## src/rtl/dcache_dm.sv

```systemverilog
// rtl/dcache_dm.sv - direct-mapped write-through no-write-allocate data cache
// Optional hit/miss counters: define DCACHE_STATS_EN.
module dcache_dm #(
    parameter int LINES = 16,
    parameter int TAG_W = 32 - 2 - $clog2(LINES)
) (
    input  logic        clk,
    input  logic        rst,
    input  logic        MemRead,
    input  logic        MemWrite,
    input  logic [31:0] addr,
    input  logic [31:0] wd,
    output logic [31:0] rd,
    output logic        stall,
    output logic        mem_MemRead,
    output logic        mem_MemWrite,
    output logic [31:0] mem_addr,
    output logic [31:0] mem_wd,
    input  logic [31:0] mem_rd,
`ifdef DCACHE_STATS_EN
    input  logic        mem_state,
    output logic [31:0] hit_cnt,
    output logic [31:0] miss_cnt
`else
    input  logic        mem_state
`endif
);

    localparam int IDX_W = $clog2(LINES);

    typedef enum logic [2:0] {
        S_IDLE, S_RD_REQ, S_RD_WAIT, S_WR_REQ, S_WR_WAIT, S_DONE
    } state_t;

    state_t             r_state;
    state_t             w_next;
    logic               r_sent;
    logic [LINES-1:0]   r_valid;
    logic [TAG_W-1:0]   r_tag  [LINES];
    logic [31:0]        r_data [LINES];

    logic [IDX_W-1:0]   w_idx;
    logic [TAG_W-1:0]   w_tag;
    logic               w_hit;
    logic [31:0]        w_line;
    logic               w_fill;
    logic               w_unused;

    assign w_idx    = addr[IDX_W+1:2];
    assign w_tag    = addr[31:IDX_W+2];
    assign w_hit    = r_valid[w_idx] && (r_tag[w_idx] == w_tag);
    assign w_line   = r_data[w_idx];
    assign w_fill   = (r_state == S_RD_WAIT) && mem_state;
    assign w_unused = ^addr[1:0];

    assign mem_addr = {addr[31:2], 2'b00};
    assign mem_wd   = wd;

    // r_sent keeps a *_REQ state from mistaking a pre-existing busy for acceptance
    always_ff @(posedge clk) begin
        if (rst) begin
            r_state <= S_IDLE;
            r_sent  <= 1'b0;
        end else begin
            r_state <= w_next;
            if (r_state == S_RD_REQ || r_state == S_WR_REQ) begin
                if (mem_state)
                    r_sent <= 1'b1;
            end else begin
                r_sent <= 1'b0;
            end
        end
    end

    always_comb begin
        w_next = r_state;
        case (r_state)
            S_IDLE: begin
                if (MemRead) begin
                    if (!w_hit)
                        w_next = S_RD_REQ;
                end else if (MemWrite) begin
                    w_next = S_WR_REQ;
                end
            end
            S_RD_REQ:  if (r_sent && !mem_state) w_next = S_RD_WAIT;
            S_WR_REQ:  if (r_sent && !mem_state) w_next = S_WR_WAIT;
            S_RD_WAIT: if (mem_state) w_next = S_DONE;
            S_WR_WAIT: if (mem_state) w_next = S_DONE;
            S_DONE:    w_next = S_IDLE;
            default:   w_next = S_IDLE;
        endcase
    end

    always_comb begin
        stall        = 1'b0;
        rd           = 32'h0;
        mem_MemRead  = 1'b0;
        mem_MemWrite = 1'b0;
        case (r_state)
            S_IDLE: begin
                if (MemRead) begin
                    stall = !w_hit;
                    if (w_hit)
                        rd = w_line;
                end else begin
                    stall = MemWrite;
                end
            end
            S_RD_REQ: begin
                stall       = 1'b1;
                mem_MemRead = mem_state;
            end
            S_WR_REQ: begin
                stall        = 1'b1;
                mem_MemWrite = mem_state;
            end
            S_RD_WAIT, S_WR_WAIT: stall = 1'b1;
            S_DONE: begin
                if (MemRead)
                    rd = w_line;
            end
            default: stall = 1'b0;
        endcase
    end

    always_ff @(posedge clk) begin
        if (rst)
            r_valid <= '0;
        else if (w_fill)
            r_valid[w_idx] <= 1'b1;
    end

    always_ff @(posedge clk) begin
        if (!rst) begin
            if (w_fill) begin
                r_tag[w_idx]  <= w_tag;
                r_data[w_idx] <= mem_rd;
            end else if (r_state == S_IDLE && !MemRead && MemWrite && w_hit) begin
                r_data[w_idx] <= wd;
            end
        end
    end

`ifdef DCACHE_STATS_EN
    logic [31:0] r_hit_cnt;
    logic [31:0] r_miss_cnt;

    always_ff @(posedge clk) begin
        if (rst) begin
            r_hit_cnt  <= 32'h0;
            r_miss_cnt <= 32'h0;
        end else if (r_state == S_IDLE && MemRead) begin
            if (w_hit && r_hit_cnt != 32'hFFFF_FFFF)
                r_hit_cnt <= r_hit_cnt + 32'd1;
            else if (!w_hit && r_miss_cnt != 32'hFFFF_FFFF)
                r_miss_cnt <= r_miss_cnt + 32'd1;
        end
    end

    assign hit_cnt  = r_hit_cnt;
    assign miss_cnt = r_miss_cnt;
`else
`endif

endmodule

```

## config.mk

```make
export PLATFORM = sky130hd
export DESIGN_NAME = dcache_dm
export DESIGN_NICKNAME = d
export VERILOG_FILES = /design/src/rtl/dcache_dm.sv
export SDC_FILE = /design/constraint.sdc
export NUM_CORES = 1
export LEC_CHECK = 0
export CAP_MARGIN = 30
export CORE_UTILIZATION = 43
export CTS_BUF_LIST = sky130_fd_sc_hd__clkbuf_4 sky130_fd_sc_hd__clkbuf_8
export CTS_CLUSTER_DIAMETER = 40
export DETAILED_ROUTE_END_ITERATION = 7
export SYNTH_ARGS = -nofsm -noshare
export SYNTH_HDL_FRONTEND = slang
export SYNTH_SLANG_ARGS = --single-unit
```

## constraint.sdc

```tcl
create_clock -name clk -period 10.9 [get_ports clk]
set_clock_uncertainty 0.2 [all_clocks]
set_input_delay 1.09 -clock clk [delete_from_list [all_inputs] [get_ports clk]]
set_output_delay 1.09 -clock clk [all_outputs]
set_load 0.03 [all_outputs]
```

==> results.sh <==
export IMPL_synth_mux_area_frac=0.176
export IMPL_grt_busiest_layer="met2"
export IMPL_first_global_vias=19700
export IMPL_cts_path_max_buffers=3
export IMPL_grt_pass1_wl_um=129000
export IMPL_yosysWarnings=0
export IMPL_drc=0
export IMPL_ys_ff_latch=948
export IMPL_synth_top_area_share=0.732
export IMPL_insertion_delay_ns=0.81
export IMPL_antenna_left=0
export IMPL_p_leak_nw=14.0
export IMPL_finalHoldViolCount=0
export IMPL_root_buffer="clkbuf_8"
export IMPL_io_pins=200
export IMPL_syn2layout_area_growth_pct=16.5
export IMPL_ys_seq_area_frac=0.742
export IMPL_power_total_mw=7.54
export IMPL_synthCells=1813
export IMPL_ir_drop_mv=0.0984
export IMPL_ctsResizeCount=0
export IMPL_power_density_mw_per_mm2=170
export IMPL_wire_per_inst_um=26.3
export IMPL_synth_flop_cell="edfxtp_1"
export IMPL_yosys_area_share_simple=0.0235
export IMPL_synth_xor_area_frac=0.00920
export IMPL_grt_start_max_net_pins=132
export IMPL_cts_sinks=948
export IMPL_grt_use_met3=0.0399
export IMPL_post_cts_buffers=0
export IMPL_async_flop_share=0
export IMPL_cts_hold_buf=0
export IMPL_startpoint_type="input pin"
export IMPL_path_class="input pin to primary output"
export IMPL_synth_compound_area_frac=0.0211
export IMPL_gp_congestion=0.749
export IMPL_crit_arrival_ns=6.33
export IMPL_fin_area_mm2=0.0444
export IMPL_drive_gt1_frac=0.302
export IMPL_core_mm2=0.0873
export IMPL_cp_required_ns=9.61
export IMPL_wl_um=87900
export IMPL_slew_viol_final=0
export IMPL_final_common_cell="edfxtp_1"
export IMPL_place_hpwl_um=48300
export IMPL_cts_inserted_buffers=158
export IMPL_placed_area_mm2=0.0414
export IMPL_num_vias=18600
export IMPL_use_met1=0.274
export IMPL_tritoncts="done"
export IMPL_antenna_found_initial=4
export IMPL_ys_types=60
export IMPL_initialDrtViolationCount=1594
export IMPL_rows=108
export IMPL_die_height_um=300
export IMPL_die_w_um=300
export IMPL_status="completed"
export IMPL_min_period_ns=7.62
export IMPL_grt_usage=0.199
export IMPL_critPathMaxFanout=131
export IMPL_worst_setup_path_end_kind="primary output"
export IMPL_synthTopCellsByArea="edfxtp_1 73%, mux4_2 14%, mux2i_1 2.4%"
export IMPL_ff2ff_setup_slack_ns=5.47
export IMPL_synth_top_family_by_area="multiplexers"
export IMPL_hold_class="flip-flop to flip-flop"
export IMPL_maxSlewHeadroom=0.314
export IMPL_rsz0062_at_grt="no"
export IMPL_drv_cap=0
export IMPL_initial_core_util=0.436
export IMPL_tns_ns=0
export IMPL_avgSynthCellArea_um2=21.0
export IMPL_h_tree_depth=4
export IMPL_synth_top_area_cell="edfxtp_1"
export IMPL_setup_viol=0
export IMPL_dr_pass1_iters=5
export IMPL_vias_per_cell=5.56
export IMPL_portBuffers=195
export IMPL_min_period_over_period=0.699
export IMPL_synth_adder_area_share=0
export IMPL_grt_use_met2=0.321
export IMPL_netlist_area_mm2=0.0381
export IMPL_nNetsFinal=2174
export IMPL_grt_remaining_overflow=0
export IMPL_path_clk_slew_ns=0.06
export IMPL_max_freq_ghz=0.131
export IMPL_worstMarginPinSlew_ns=1.03
export IMPL_layout_common_cells="928 x edfxtp_1, 231 x mux4_2, 191 x clkdlybuf4s50_1, 162 x clkbuf_8, 90 x mux2i_1"
export IMPL_die_area_mm2=0.0898
export IMPL_synth_edf_count=928
-- logic make-up after synthesis --
logic type | Yosys count
xor+xnor | 40
flops | 948
simple gates | 158
compound gates | 110
mux | 373
buf+inv | 183
other cells | 1
-- cell type report --
cell class / instances / area (um^2)
repair buffers: 254 / 2560
flip-flops and latches: 948 / 28300
fillers: 7053 / 42900
multi-input cells: 683 / 9000
well taps: 1155 / 1450
clock inverters: 62 / 393
diodes: 2 / 5.00
inverters: 28 / 105
clock buffers: 212 / 2610
-- state kept, by name (all words and copies together), names as in the netlist --
register and cells:
r_sent 1, r_tag 416, r_data 512, r_state 3
r_valid 16
-- Yosys cell counts (all sizes together), types with 12 or more instances --
library cell and count:
mux2i 90, o22ai 28, edfxtp 928, nand2 25
xnor2 21, nor2 47, o21ai 15, dfxtp 20
a221oi 12, inv 28, mux2 52, mux4 231
buf 128, clkbuf 27, nor2b 41, xor2 19
-- power breakdown --
| group | leakage, nW | switching [mW] | total (mW) | internal, mW |
|---|---|---|---|---|
| Clock | 1.58 | 1.37 | 2.99 | 1.62 |
| Sequential | 8.50 | 0.0160 | 4.04 | 4.03 |
| Combinational | 3.96 | 0.289 | 0.507 | 0.219 |
| Total | 14.0 | 1.67 | 7.54 | 5.87 |
-- worst max-delay path, cell delays in order --
cell and delay (ns):
buf_8 0.47, buf_12 0.62, mux2_2 0.42, o22ai_1 0.16
a221oi_1 0.10, xor2_1 0.19, o32ai_1 0.50, nand2_1 0.19
a2111oi_4 0.53, nand3_1 0.13, a211o_2 0.57, buf_12 0.26
nor2b_2 0.13, clkdlybuf4s50_1 0.71
-- per-stage QoR --
stage / util / worst slack [ns] / instances / hold slack (ns)
floorplan: - / 5.32 / 1814 / 0.248
global placement: 0.471 / 2.82 / 3054 / 0.258
detailed placement: 0.474 / 3.07 / 3068 / 0.265
CTS: 0.508 / 3.08 / 3342 / 0.274
global route: 0.508 / 2.94 / 3344 / 0.301
finish: 0.508 / 3.28 / 3344 / 0.275
-- layer usage --
layer / vias up / share of wire
li1: 7986 / -
met1: 9873 / 0.43
met2: 626 / 0.49
met3: 118 / 0.056
met4: 2 / 0.018
met5: - / 0.00013
-- worst paths after layout --
check / startpoint / to / depth (start not counted)
min reg2reg: r_valid[4] / r_valid[4] / 2
max reg2reg: r_tag[10][2] / r_data[11][4] / 13
max: addr[3] / rd[7] / 14
min: r_valid[4] / r_valid[4] / 2
(Power assumes the default switching activity.)
